**config.mk**
```make
export PLATFORM = sky130hd
export DESIGN_NAME = cpu_seq_ctrl
export DESIGN_NICKNAME = d
export VERILOG_FILES = /design/src/rtl/cpu_seq_ctrl.sv
export SDC_FILE = /design/constraint.sdc
export NUM_CORES = 1
export LEC_CHECK = 0
export BUFFER_PORTS_ARGS = -buffer_cell sky130_fd_sc_hd__buf_2
export CORE_MARGIN = 5
export CORE_UTILIZATION = 50
export DETAILED_ROUTE_END_ITERATION = 16
export GPL_ROUTABILITY_DRIVEN = 1
export PLACE_DENSITY_LB_ADDON = 0.12
export SLEW_MARGIN = 10
export SYNTH_ARGS = -nofsm -noshare
export SYNTH_HDL_FRONTEND = slang
export SYNTH_SLANG_ARGS = --single-unit
```
**constraint.sdc**
```tcl
create_clock -name clk -period 2.75 [get_ports clk]
set_input_delay 0.4125 -clock clk [delete_from_list [all_inputs] [get_ports clk]]
set_output_delay 0.4125 -clock clk [all_outputs]
set_load 0.01 [all_outputs]
```
**src/rtl/cpu_seq_ctrl.sv**
```systemverilog
// cpu_seq_ctrl: multicycle fetch/decode/execute sequencer driving the CPU datapath controls,
// with condition evaluation against stored NZCV and a handshake timeout watchdog.
module cpu_seq_ctrl #(
    parameter int unsigned WAIT_LIMIT = 16
) (
    input  logic        clk,
    input  logic        reset,
    input  logic [31:0] imem_rdata,
    input  logic        imem_ready,
    output logic        imem_req,
    input  logic        dmem_ready,
    output logic        dmem_req,
    output logic        MemWrite,
    input  logic [3:0]  ALUFlags,
    output logic [31:0] Instr,
    output logic [1:0]  RegSrc,
    output logic        RegWrite,
    output logic [1:0]  ImmSrc,
    output logic        ALUSrc,
    output logic [1:0]  ALUControl,
    output logic        MemtoReg,
    output logic        PCSrc,
    output logic        PCWrite,
    output logic [3:0]  flags,
    output logic        retired,
    output logic        illegal,
    output logic        bus_error
);
    typedef enum logic [3:0] {FETCH, DECODE, EXEC, WB, DONE, MEMRD, MEMWB, MEMWR, BR} state_t;
    state_t state, state_next;
    logic [31:0] cnt, cnt_next;
    logic [3:0] cond, cmd;
    logic [1:0] op, alu_dp;
    logic n, z, c, v, cond_pass, legal, waiting, timeout;

    assign cond = Instr[31:28];
    assign op = Instr[27:26];
    assign cmd = Instr[24:21];
    assign {n, z, c, v} = flags;
    assign legal = (op == 2'b01) || (op == 2'b10) || (op == 2'b00 && cmd inside {4'b0100, 4'b0010, 4'b0000, 4'b1100, 4'b1010});
    assign alu_dp = cmd == 4'b0000 ? 2'b10 : cmd == 4'b1100 ? 2'b11 : (cmd == 4'b0010 || cmd == 4'b1010) ? 2'b01 : 2'b00;
    assign waiting = (state == FETCH && !imem_ready) || ((state == MEMRD || state == MEMWR) && !dmem_ready);
    assign timeout = waiting && WAIT_LIMIT != 0 && cnt == WAIT_LIMIT;
    assign cnt_next = (timeout || state_next != state) ? 32'd0 : waiting ? cnt + 32'd1 : cnt;

    always_comb begin
        cond_pass = 1'b0;
        case (cond)
            4'b0000: cond_pass = z;
            4'b0001: cond_pass = !z;
            4'b0010: cond_pass = c;
            4'b0011: cond_pass = !c;
            4'b0100: cond_pass = n;
            4'b0101: cond_pass = !n;
            4'b0110: cond_pass = v;
            4'b0111: cond_pass = !v;
            4'b1000: cond_pass = c && !z;
            4'b1001: cond_pass = !c || z;
            4'b1010: cond_pass = n == v;
            4'b1011: cond_pass = n != v;
            4'b1100: cond_pass = !z && (n == v);
            4'b1101: cond_pass = z || (n != v);
            4'b1110: cond_pass = 1'b1;
            default: cond_pass = 1'b0;
        endcase
    end

    always_comb begin
        state_next = state;
        imem_req = 1'b0;
        dmem_req = 1'b0;
        MemWrite = 1'b0;
        RegSrc = 2'b00;
        RegWrite = 1'b0;
        ImmSrc = 2'b00;
        ALUSrc = 1'b0;
        ALUControl = 2'b00;
        MemtoReg = 1'b0;
        PCSrc = 1'b0;
        PCWrite = 1'b0;
        retired = 1'b0;
        illegal = 1'b0;
        bus_error = 1'b0;
        if (reset) begin
            // operand controls stay valid from EXEC until the instruction retires
            if (state inside {EXEC, WB, DONE, MEMRD, MEMWB, MEMWR, BR}) begin
                ImmSrc = op;
                ALUSrc = op == 2'b00 ? Instr[25] : 1'b1;
                ALUControl = op == 2'b00 ? alu_dp : 2'b00;
                RegSrc = op == 2'b01 ? {~Instr[20], 1'b0} : op == 2'b10 ? 2'b01 : 2'b00;
            end
            case (state)
                FETCH: begin
                    imem_req = 1'b1;
                    state_next = imem_ready ? DECODE : FETCH;
                end
                DECODE: begin
                    illegal = cond_pass && !legal;
                    PCWrite = !(cond_pass && legal);
                    retired = !(cond_pass && legal);
                    state_next = (cond_pass && legal) ? EXEC : FETCH;
                end
                EXEC: state_next = op == 2'b01 ? (Instr[20] ? MEMRD : MEMWR) : op == 2'b10 ? BR : cmd == 4'b1010 ? DONE : WB;
                WB: begin
                    RegWrite = 1'b1;
                    PCWrite = 1'b1;
                    retired = 1'b1;
                    state_next = FETCH;
                end
                MEMRD: begin
                    dmem_req = 1'b1;
                    state_next = dmem_ready ? MEMWB : MEMRD;
                end
                MEMWB: begin
                    RegWrite = 1'b1;
                    MemtoReg = 1'b1;
                    PCWrite = 1'b1;
                    retired = 1'b1;
                    state_next = FETCH;
                end
                MEMWR: begin
                    dmem_req = 1'b1;
                    MemWrite = 1'b1;
                    PCWrite = dmem_ready;
                    retired = dmem_ready;
                    state_next = dmem_ready ? FETCH : MEMWR;
                end
                BR: begin
                    PCSrc = 1'b1;
                    PCWrite = 1'b1;
                    retired = 1'b1;
                    state_next = FETCH;
                end
                default: begin
                    PCWrite = 1'b1;
                    retired = 1'b1;
                    state_next = FETCH;
                end
            endcase
            if (timeout) begin
                bus_error = 1'b1;
                PCWrite = 1'b1;
                state_next = FETCH;
            end
        end
    end

    always_ff @(posedge clk or negedge reset) begin
        if (!reset) begin
            state <= FETCH;
            cnt <= 32'd0;
            Instr <= 32'd0;
            flags <= 4'd0;
        end else begin
            state <= state_next;
            cnt <= cnt_next;
            if (state == FETCH && imem_ready)
                Instr <= imem_rdata;
            if (state == EXEC && op == 2'b00 && Instr[20])
                flags <= ALUFlags;
        end
    end
endmodule

```
==> out/summary.txt <==
Worst path required time - 2.34 ns
Leakage power - 2.28 nW
WL per Instance - 15.4 um
Prevailing post-synth register cell - dfrtp_1
Combinational power share - 0.475
NetSw - 2.09 mW
Crit-path max cell delay - 0.41 ns
Port buffer count - 92
Hold Crit Class - in2reg
Post-synth EDFFs - 0
Pre-antenna DRT Iters - 4
Power Density - 1020 mW/mm2
DRC errors left - 0
CTS max path bufs - 2
P&R area growth vs syn - 20.9%
CTS tree - yes
IO Pins - 93
Mapped Area - 0.00417 mm2
Reg2reg path depth - 7
Hold depth - 2
Synth top area cells - dfrtp_1, mux2_2, nor2_4
Crit path cell chain - xor2_2 > a41o_1 > a311oi_2 > o21ai_2 > and4_4 > o21ai_4 > o21bai_1 > buf_2
Die X - 101 um
Net Sw Frac - 0.405
Peak Freq - 378 MHz
Post-layout min period - 2.64 ns
Yosys Warn Count - 0
Worst Max-Slew Pin Slew - 0.572 ns
Clock root buffer - clkbuf_8
Worst setup margin - 0.106 ns
Total gr overflow - 0
Initial antenna violation count - 0
Setup crit end kind - output port
Worst-path clk slew - 0.08 ns
WL final - 9250 um
Post-synthesis net count - 436
CTS sink cnt - 72
Max-cap check violation count - 0
Syn Inst Count - 390
FF+latch count, synth - 72
Placed insts - 581
TritonCTS Buffers - 9
Maximum number of pins on one net before global-route repair - 47
Worst Path Max Fanout - 3
Layout cell share with drive strength beyond 1 - 0.427
Cell Int Power - 3.06 mW
Clock share of power - 0.195
R2r setup slk - 0.21 ns
Die Y - 101 um
Via count - 3230
Final Wtd Congestion - 0.949
Kind of critical path - reg2out
Seq/Total Area, Yosys - 0.432
Mean Syn Cell Area - 10.7 um2
Worst slack at placement - 0.122 ns
Final hold vios - 0
Post-synth top cells - dfrtp_1, mux2_2, nand2_1
Startpoint Class - flip-flop
Highest-delay cell along the critical path - dfrtp_1
Vias in the first global route - 3298
First-pass GRT wire length - 15700 um
Clock Latency Late Sink - 0.35 ns
Num rows - 33
Antenna Cells - 0
Final Power - 5.15 mW
Dominant cell by count in the synthesized netlist - dfrtp_1
Skew final - 0.0144 ns
Yosys cell types - 61
Max-slew violations - 0
Initial core utilization - 0.510
Status - finished, final reports clean
Number of DRC markers in iteration 0 - 92
Largest area contributor in the synthesized netlist - dfrtp_1
Non-Filler Instances - 599
GR Util All Layers - 0.191
Worst VDD drop - 0.660 mV
DP HPWL - 6870 um
Core area - 0.00818 mm2
DIE AREA - 0.0103 mm2
H-Tree Depth - 3
Final period util - 0.962
Vias/cell - 5.39
Setup violators final - 0
Final nets - 536
Max transition margin - 0.619
Detail Route Antenna Nets - 0
Reg power frac - 0.330
Worst EP arrival - 2.23 ns
Post-synth top area share - 0.432
Post-synthesis async set-or-reset flop share - 1.00
==> final timing paths <==
path	startpoint	end
setup / recovery	flags[3]	PCWrite
setup reg to reg	state[0]	cnt[21]
max in group asynchronous	reset	Instr[29]
min in group asynchronous	reset	cnt[5]
hold / removal	imem_rdata[8]	Instr[8]
hold reg to reg	Instr[17]	Instr[17]
==> power by group through the flow <==
stage	Clock (mW)	Sequential, mW	Combinational [mW]
6_report	1.00	1.70	2.44
5_1_grt	1.07	1.76	2.67
4_1_cts	1.03	1.69	2.42
3_5_place_dp	0	1.71	2.37
3_3_place_gp	0	1.70	2.34
2_1_floorplan	0	1.74	1.77
==> stage by stage <==
stage                     hold slack, ns  instance area, um2  TNS [ns]   util
after floorplan                    0.117                4170         0      -
after global placement             0.285                4730         0  0.579
after detailed placement           0.287                4730         0  0.579
after CTS                          0.277                5000         0  0.612
after global routing               0.280                5040  -0.00878  0.616
final                              0.291                5040         0  0.616
==> cells in the final DEF (no fill, tap or decap), types with 10 or more instances in the layout <==
master,synthesis,routed
xor2_1,24,23
buf_4,2,14
nor2_4,29,29
nor3_1,10,10
dfrtp_1,72,68
nand3_1,14,13
mux2_2,37,37
nor2_1,24,24
inv_1,16,16
nand2_1,33,33
xnor2_1,11,11
buf_2,4,91
==> worst max-delay path, delay by kind of cell (launching register included) <==
kind,cells,cell delay (ns)
compound gates,5,0.92
xor+xnor,1,0.20
buf+inv,1,0.15
flops,1,0.41
simple gates,1,0.20
==> state kept, by name (all words and copies together), names as in the netlist <==
register	flops
flags	4
cnt	32
Instr	32
state	4
==> per-layer routing <==
metal,vias to the layer above,share of wire,global-route usage
met4,0,0.014,0.0603
met5,-,0,0
met3,12,0.082,0.0716
met1,1564,0.44,0.247
li1,1552,-,-
met2,102,0.46,0.299
==> what timing repair did <==
item,in CTS,in global routing
endpoints found under the setup margin,1,34
setup buffers,2,0
pin swaps,0,3
hold buffers,1,0
hold endpoints to repair,10,0
gates resized for setup,4,9
==> logic make-up (layout without fill, tap and decap cells) <==
| logic type | count (synthesis) | count (layout) | synth area share |
|---|---|---|---|
| AOI/OAI and AO/OA | 38 | 38 | 0.0672 |
| xor gates and xnor gates | 35 | 35 | 0.0735 |
| adders and majority gates | 6 | 6 | 0.0180 |
| buffers and inverters | 35 | 139 | 0.0480 |
| DFF | 72 | 72 | 0.432 |
| muxes | 38 | 38 | 0.102 |
| and+or+nand+nor | 166 | 166 | 0.259 |
==> layout make-up <==
class                      count  area (um2)
multi-input combinational    283        2210
timing repair buffer         107         591
fill                         665        3140
inverter                      17        63.8
sequential                    72        1810
clock buffer                  10         128
tap                          105         131
clock inverter                 5         106
Note: power is estimated with default switching activity, not from simulation.
